--- src/rtl/nbj_target_predictor.sv ---
// Purpose : next-fetch-PC predictor for jumps: direct/CALL targets, a circular
//           return-address stack for RET, and a tagged direct-mapped BTB for JALR.
// Latency : 1 cycle, prediction registered from i_req_valid / i_flush_valid.
// Backpr. : none, a request or flush is accepted every cycle.
// Ports   : i_fire clock, rst async active-high reset;
//           i_req_*   prediction request (type, pc, direct target, return addr);
//           i_flush_* backend redirect with RAS pointer/occupancy checkpoint;
//           i_upd_*   BTB training write for resolved JALR targets;
//           o_pred_*  registered prediction; o_ras_ptr/o_ras_count RAS checkpoint.
module nbj_target_predictor #(
  parameter int ADDR_W      = 32,
  parameter int RAS_DEPTH   = 8,
  parameter int BTB_ENTRIES = 16,
  parameter int TAG_W       = 8,
  localparam int PW         = $clog2(RAS_DEPTH),
  localparam int IW         = $clog2(BTB_ENTRIES)
) (
  input  logic              i_fire,
  input  logic              rst,
  input  logic              i_req_valid,
  input  logic [2:0]        i_req_type,
  input  logic [ADDR_W-1:0] i_req_pc,
  input  logic [ADDR_W-1:0] i_req_jaddr,
  input  logic [ADDR_W-1:0] i_req_retaddr,
  input  logic              i_flush_valid,
  input  logic [ADDR_W-1:0] i_flush_pc,
  input  logic [PW-1:0]     i_flush_ras_ptr,
  input  logic [PW:0]       i_flush_ras_count,
  input  logic              i_upd_valid,
  input  logic [ADDR_W-1:0] i_upd_pc,
  input  logic [ADDR_W-1:0] i_upd_target,
  output logic              o_pred_valid,
  output logic [ADDR_W-1:0] o_pred_pc,
  output logic              o_pred_hit,
  output logic [PW-1:0]     o_ras_ptr,
  output logic [PW:0]       o_ras_count
);

  localparam logic [2:0] T_JALR = 3'd3;
  localparam logic [2:0] T_CALL = 3'd4;
  localparam logic [2:0] T_RET  = 3'd5;
  localparam logic [PW:0] DEPTH = (PW+1)'(RAS_DEPTH);

  // Return-address stack: ras_ptr_q names the current top slot.
  logic [ADDR_W-1:0] ras_q [RAS_DEPTH];
  logic [PW-1:0]     ras_ptr_q, ras_ptr_d;
  logic [PW:0]       ras_cnt_q, ras_cnt_d;
  logic              push_en;

  // Direct-mapped indirect-target buffer.
  logic              btb_vld_q [BTB_ENTRIES];
  logic [TAG_W-1:0]  btb_tag_q [BTB_ENTRIES];
  logic [ADDR_W-1:0] btb_tgt_q [BTB_ENTRIES];

  logic              pred_valid_q, pred_valid_d;
  logic [ADDR_W-1:0] pred_pc_q, pred_pc_d;
  logic              pred_hit_q, pred_hit_d;

  logic [IW-1:0]     req_idx, upd_idx;
  logic [TAG_W-1:0]  req_tag, upd_tag;
  logic              btb_hit;
  logic [PW-1:0]     ptr_inc, ptr_dec;

  // Only the index and tag slices of the PCs take part in the lookup.
  logic              unused_pc_bits;
  assign unused_pc_bits = ^{i_req_pc, i_upd_pc};

  assign req_idx = i_req_pc[2 +: IW];
  assign req_tag = i_req_pc[2+IW +: TAG_W];
  assign upd_idx = i_upd_pc[2 +: IW];
  assign upd_tag = i_upd_pc[2+IW +: TAG_W];

  // Lookup reads the registered array, so a same-cycle update is not visible.
  assign btb_hit = btb_vld_q[req_idx] && (btb_tag_q[req_idx] == req_tag);

  // PW-bit arithmetic wraps modulo RAS_DEPTH, giving the circular overwrite.
  assign ptr_inc = ras_ptr_q + 1'b1;
  assign ptr_dec = ras_ptr_q - 1'b1;

  always_comb begin
    pred_valid_d = 1'b0;
    pred_pc_d    = '0;
    pred_hit_d   = 1'b0;
    ras_ptr_d    = ras_ptr_q;
    ras_cnt_d    = ras_cnt_q;
    push_en      = 1'b0;
    if (i_flush_valid) begin
      pred_valid_d = 1'b1;
      pred_pc_d    = i_flush_pc;
      pred_hit_d   = 1'b1;
      ras_ptr_d    = i_flush_ras_ptr;
      ras_cnt_d    = (i_flush_ras_count > DEPTH) ? DEPTH : i_flush_ras_count;
    end else if (i_req_valid) begin
      pred_valid_d = 1'b1;
      case (i_req_type)
        T_CALL: begin
          pred_pc_d  = i_req_jaddr;
          pred_hit_d = 1'b1;
          push_en    = 1'b1;
          ras_ptr_d  = ptr_inc;
          ras_cnt_d  = (ras_cnt_q == DEPTH) ? ras_cnt_q : ras_cnt_q + 1'b1;
        end
        T_RET: begin
          if (ras_cnt_q != '0) begin
            pred_pc_d  = ras_q[ras_ptr_q];
            pred_hit_d = 1'b1;
            ras_ptr_d  = ptr_dec;
            ras_cnt_d  = ras_cnt_q - 1'b1;
          end else begin
            pred_pc_d  = i_req_retaddr;
            pred_hit_d = 1'b0;
          end
        end
        T_JALR: begin
          pred_pc_d  = btb_hit ? btb_tgt_q[req_idx] : i_req_retaddr;
          pred_hit_d = btb_hit;
        end
        default: begin
          pred_pc_d  = i_req_jaddr;
          pred_hit_d = 1'b1;
        end
      endcase
    end
  end

  always_ff @(posedge i_fire or posedge rst) begin
    if (rst) begin
      pred_valid_q <= 1'b0;
      pred_pc_q    <= '0;
      pred_hit_q   <= 1'b0;
      ras_ptr_q    <= '0;
      ras_cnt_q    <= '0;
      for (int i = 0; i < RAS_DEPTH; i++) ras_q[i] <= '0;
      for (int i = 0; i < BTB_ENTRIES; i++) begin
        btb_vld_q[i] <= 1'b0;
        btb_tag_q[i] <= '0;
        btb_tgt_q[i] <= '0;
      end
    end else begin
      pred_valid_q <= pred_valid_d;
      pred_pc_q    <= pred_pc_d;
      pred_hit_q   <= pred_hit_d;
      ras_ptr_q    <= ras_ptr_d;
      ras_cnt_q    <= ras_cnt_d;
      if (push_en) ras_q[ptr_inc] <= i_req_retaddr;
      if (i_upd_valid) begin
        btb_vld_q[upd_idx] <= 1'b1;
        btb_tag_q[upd_idx] <= upd_tag;
        btb_tgt_q[upd_idx] <= i_upd_target;
      end
    end
  end

  assign o_pred_valid = pred_valid_q;
  assign o_pred_pc    = pred_pc_q;
  assign o_pred_hit   = pred_hit_q;
  assign o_ras_ptr    = ras_ptr_q;
  assign o_ras_count  = ras_cnt_q;

endmodule

--- config.mk ---
export PLATFORM = sky130hd
export DESIGN_NAME = nbj_target_predictor
export DESIGN_NICKNAME = d
export VERILOG_FILES = /design/src/rtl/nbj_target_predictor.sv
export SDC_FILE = /design/constraint.sdc
export NUM_CORES = 2
export LEC_CHECK = 0
export BUFFER_PORTS_ARGS = -buffer_cell sky130_fd_sc_hd__buf_4
export CORE_MARGIN = 3
export CORE_UTILIZATION = 55
export CTS_CLUSTER_DIAMETER = 200
export DETAILED_ROUTE_END_ITERATION = 12
export HOLD_SLACK_MARGIN = 0.03
export PLACE_DENSITY_LB_ADDON = 0.3
export REMOVE_ABC_BUFFERS = 1
export SYNTH_ARGS = -nofsm -noshare
export SYNTH_HDL_FRONTEND = slang
export SYNTH_SLANG_ARGS = --single-unit
--- constraint.sdc ---
create_clock -name i_fire -period 63.7 [get_ports i_fire]
set_clock_uncertainty 0.2 [all_clocks]
set_input_delay 12.74 -clock i_fire [delete_from_list [all_inputs] [get_ports i_fire]]
set_output_delay 12.74 -clock i_fire [all_outputs]
set_load 0.005 [all_outputs]
# Word level (Yosys, flattened, before mapping)
# Index checks and enable logic that the tools add are counted.
[totals]
register_bits = 953
input_bits = 207
output_inout_bits = 41
elab_cells = 139
[classes]
add_sub_neg = 4
order_cmp = 7
eq_ne = 7
n_mux = 47
bitwise_logic = 5
n_reduce_logical = 8
[ops]
columns = ["operator", "count"]
rows = [
  ["512-bit bitwise mux", 1],
  ["32-bit 2-to-1 mux", 10],
  ["256-bit bitwise mux", 1],
  ["32-bit binary-select mux with 4-bit select", 1],
  ["128-bit bitwise mux", 1],
  ["32-bit demux with 4-bit select", 1],
  ["32-bit binary-select mux with 3-bit select", 1],
  ["32-bit demux with 3-bit select", 1],
  ["32-bit case mux with 2 select lines", 1],
  ["8-bit binary-select mux with 4-bit select", 1],
  ["8-bit demux with 4-bit select", 1],
  ["8-bit 2-to-1 mux", 3],
  ["4-bit 2-to-1 mux", 5],
  ["16-bit OR", 1],
  ["1-bit 2-to-1 mux", 11],
  ["5-bit greater-or-equal comparator, second input constant", 2],
  ["4-bit inverter with 5-bit output", 2],
  ["3-bit 2-to-1 mux", 3],
  ["8-bit equality test", 1],
  ["4-bit greater-or-equal comparator, second input constant", 2],
  ["3-bit inverter with 4-bit output", 2],
  ["4-bit case mux with 2 select lines", 1],
  ["3-bit equality test, second input constant", 2],
  ["3-bit != test, second input constant", 2],
  ["19 further kinds", 21],
]

# Logic depth before layout (Yosys ltp)
[depth]
ltp_word = 10
mapped_depth = 12
depth_no_buf = 10

# Worst setup path before layout
# Ideal clock, no wire load.
[synth_path]
kind = "in2reg"
from = "in i_req_pc[2]"
to = "reg pred_pc_q[19] (netlist: o_pred_pc[19])"
arrival_time_ns = 15.056
path_slack_ns = 48.301
cell_stages = 10
path_buffers = 6
cell_sequence = "buf_6 -> buf_6 -> buf_6 -> buf_4 -> buf_4 -> buf_2 -> mux4_2 -> mux4_2 -> inv_1 -> o221ai_1"
[synth_between]
elab_chain_len = 10
elab_cells_between_ends = 16
[synth_lines]
columns = ["element", "line", "rtl"]
rows = [
  ["start, declared", "22", "input logic [ADDR_W-1:0] i_req_pc,"],
  ["4-bit inverter with 5-bit output (not written as such) *", "74, 115", ""],
  ["8-bit binary-select mux with 4-bit select", "74", "assign btb_hit = btb_vld_q[req_idx] && (btb_tag_q[req_idx] == req_tag);"],
  ["8-bit 2-to-1 mux (not written as such) (2 in a row)", "74", ""],
  ["8-bit equality test", "74", ""],
  ["1-bit logical AND", "74", ""],
  ["32-bit 2-to-1 mux *", "115", "pred_pc_d = btb_hit ? btb_tgt_q[req_idx] : i_req_retaddr;"],
  ["32-bit case mux with 2 select lines *", "95", "case (i_req_type)"],
  ["32-bit 2-to-1 mux *", "93", "end else if (i_req_valid) begin"],
  ["32-bit 2-to-1 mux *", "87", "if (i_flush_valid) begin"],
  ["net pred_pc_d[19]", "56", "logic [ADDR_W-1:0] pred_pc_q, pred_pc_d;"],
  ["end signal, assigned", "141", "pred_pc_q <= pred_pc_d;"],
  ["end, declared", "56", ""],
]
# The timed path passes the listed nets; every way through them passes the cells marked *. The select of a mux whose other input is x is not followed.
# A chain may end at the register's enable or synchronous reset.

# Worst setup path after layout
[layout_path]
from = "in i_req_pc[3]"
to = "reg pred_pc_q[13] (netlist: o_pred_pc[13])"
# Same word-level chain as after synthesis.

==> key figures <==
Timing
  – Number of hold violations in the final report: 0
  – Final critical-path share of the clock period: 25.9%
  – Setup violations, final: 0
  – Fin Setup TNS: 0 ns
  – Min cycle time layout: 16.50 ns
  – Slew Viols, Final: 0
  – RSZ-0062 raised after global routing: no
  – Slew margin rel.: 22.1%
  – Fmax: 0.0606 GHz
  – Actual slew at the worst max-slew pin: 1.17 ns

Final layout
  – Final std cells w/o fill: 4,124
  – Design Area, Final: 48,800 um2
  – Final #Nets: 3,218
  – Layout cells sized above 1: 48.7%
  – Area Growth Syn to Fin: 13.1%

Die
  – Die ar.: 81,900 um2
  – Num rows: 102
  – Io pins: 248
  – Initial Util: 55.6%
  – Die width: 286 um
  – Die Ht: 286 um
  – Core box area: 77,600 um2

Detailed routing
  – WL per Instance: 25.8 um
  – Vias: 25,600
  – Post-route DRC: 0
  – Via/cell ratio: 6.21
  – Number of detailed-route iterations in the first pass: 7
  – Final WL: 107,000 um
  – DRT antenna net count: 0
  – Starting DRT DRC Count: 2,051

Global routing
  – Initial antenna violation count: 9
  – Gr usage total: 26.4%
  – Vias in the first global route: 27,900
  – Grt ovf: 0
  – First-pass GRT wire length: 166,000 um
  – Pin count of the biggest net entering global routing: 196

Synth
  – Most frequent cell after synthesis: dfrtp_1
  – Largest cells by area after synthesis: dfrtp_1 55%, mux2_2 20%, mux4_2 13%, o21ai_0 1.8%, nand2_1 1.5%
  – Synth top area share: 55.3%
  – Post-synthesis cell type count: 52
  – Fraction of registers with async set/reset: 100%
  – Flops & latches, synth: 953
  – Synthesized area: 43,200 um2
  – Cells after synthesis: 2,888
  – Post-synth top area cell: dfrtp_1
  – Synthesized area per cell: 14.9 um2
  – Ys flop type: dfrtp_1
  – Seq/Total Area, Yosys: 55.3%
  – Synth top cells by count: 953 x dfrtp_1, 780 x mux2_2, 254 x mux4_2, 178 x nand2_1, 154 x o21ai_0
  – Post-synth EDFFs: 0
  – Yosys Warn Count: 0

Placed design
  – Detailed Place HPWL: 61,200 um
  – GP Congestion: 0.856
  – Placed insts: 3,946
  – Placed instance area: 45,600 um2
  – Port Buffers: 207

Worst setup path
  – CP startpoint: i_req_pc[3]
  – Worst path arrival time: 16.76 ns
  – Reg-to-Reg End: ras_q[164]
  – FF-to-FF setup slack: 59.94 ns
  – Reg2Reg Depth: 8
  – Crit path to: o_pred_pc[13]
  – Critical setup path kind: input port to register
  – Worst path required time: 63.96 ns
  – CP Capture Type: register
  – RR Startpoint: o_ras_ptr[1]
  – Worst setup SP type: input port
  – Worst Path Max Fanout: 51

Clock network
  – Clk pin slew, worst setup/hold paths: 0.06 ns
  – Setup bufs post-CTS: 0
  – CTS root buffer: clkbuf_16
  – Hold-fix buffers, CTS: 0
  – H-tree depth: 3
  – Clock sink count: 953
  – Worst-Skew Late Latency: 0.65 ns
  – TritonCTS clock tree: yes
  – CTS Buffer Depth: 3
  – CTS Buf Count: 98
  – Post-CTS resize count: 0

Worst hold path
  – Hold path startpoint: btb_vld_q[11]
  – Hold WC Path Type: register to register

Run
  – Number of max-cap violations: 0

Pwr
  – Leakage: 21.6 nW
  – VDD IR max: 0.0204 mV
  – PwrDens: 34.5 nW/um2

Run status
  – Status: completed
power by group:
| group | switching (mW) | internal [mW] | total, mW |
|---|---|---|---|
| sequential | 0.0663 | 0.735 | 0.802 |
| clock | 0.234 | 0.343 | 0.576 |
| combinational | 0.124 | 0.181 | 0.305 |
| total | 0.424 | 1.26 | 1.68 |
kinds of logic after synthesis:
group	after synthesis	synth area share, %
DFF	953	55.3
buffers and inverters	301	2.89
adders and majority gates	5	0.162
muxes	1094	35.0
AOI/OAI and AO/OA	258	3.82
and+or+nand+nor	265	2.64
xor gates and xnor gates	12	0.244
worst min path at each step:
stage	to	cells past startpoint
floorplan	btb_vld_q[13]	1
global placement	btb_vld_q[13]	1
detailed placement	btb_vld_q[1]	1
CTS	btb_vld_q[11]	1
global route	btb_vld_q[1]	1
finish	btb_vld_q[11]	1
state kept, by name (all words and copies together), names as in the netlist:
signal        flops
o_ras_count       4
btb_tag_q       128
btb_tgt_q       512
o_pred_pc        32
btb_vld_q        16
o_ras_ptr         3
o_pred_hit        1
ras_q           256
o_pred_valid      1
layout make-up:
class	instances	area (um2)
fillers	5592	28800
flip-flops and latches	953	23900
multi-input cells	1634	18200
clock buffers	147	2950
repair buffers	253	1960
well taps	1040	1300
clock inverters	28	305
inverters	66	256
diodes	3	7.51
layer usage:
metal | share of wire (%) | global-route usage, % | vias to the layer above | routed length [um]
met4 | 2.2 | 6.97 | 8 | 2370
met1 | 42 | 36.0 | 13800 | 44600
met5 | 0.053 | 0 | - | 57
li1 | - | - | 10900 | -
met3 | 6.0 | 4.30 | 197 | 6360
met2 | 50 | 44.6 | 758 | 53200
cells in the final DEF, fill, tap and decap left out, types with 5 or more instances in the layout:
cell type | netlist | final
a21oi_1 | 10 | 10
a22oi_1 | 38 | 38
and3_1 | 5 | 5
buf_4 | 8 | 247
bufinv_16 | 0 | 6
clkbuf_1 | 153 | 21
clkbuf_16 | 0 | 101
clkbuf_8 | 0 | 25
clkinv_2 | 0 | 18
dfrtp_1 | 953 | 950
inv_1 | 65 | 63
mux2_2 | 780 | 780
mux2i_1 | 60 | 60
mux4_2 | 254 | 254
nand2_1 | 178 | 173
nand2_2 | 0 | 5
nand2b_1 | 12 | 10
nand3_1 | 6 | 6
nor2_1 | 27 | 13
nor2_4 | 0 | 13
o21ai_0 | 154 | 154
o221ai_1 | 18 | 18
o221ai_2 | 11 | 11
or2_2 | 12 | 12
xnor2_1 | 9 | 9
stage by stage:
step / hold slack [ns] / utilization (%) / setup slack (ns) / total power, mW
6_report: 0.262 / 62.9 / 47.20 / 1.68
5_1_grt: 0.281 / 62.9 / 47.00 / 1.76
4_1_cts: 0.265 / 62.9 / 47.24 / 1.69
3_5_place_dp: 0.249 / 58.7 / 46.57 / 1.12
3_3_place_gp: 0.244 / 58.7 / 46.59 / 1.09
2_1_floorplan: 0.229 / - / 23.96 / 1.02
critical path, stage by stage:
cell and delay (ns):
buf_6 0.43, buf_4 0.73, mux4_2 0.43, mux4_2 0.48, xnor2_1 0.26, and3_1 0.57
a31o_1 0.23, buf_4 0.47, o221ai_1 0.27
(Power assumes the default switching activity.)
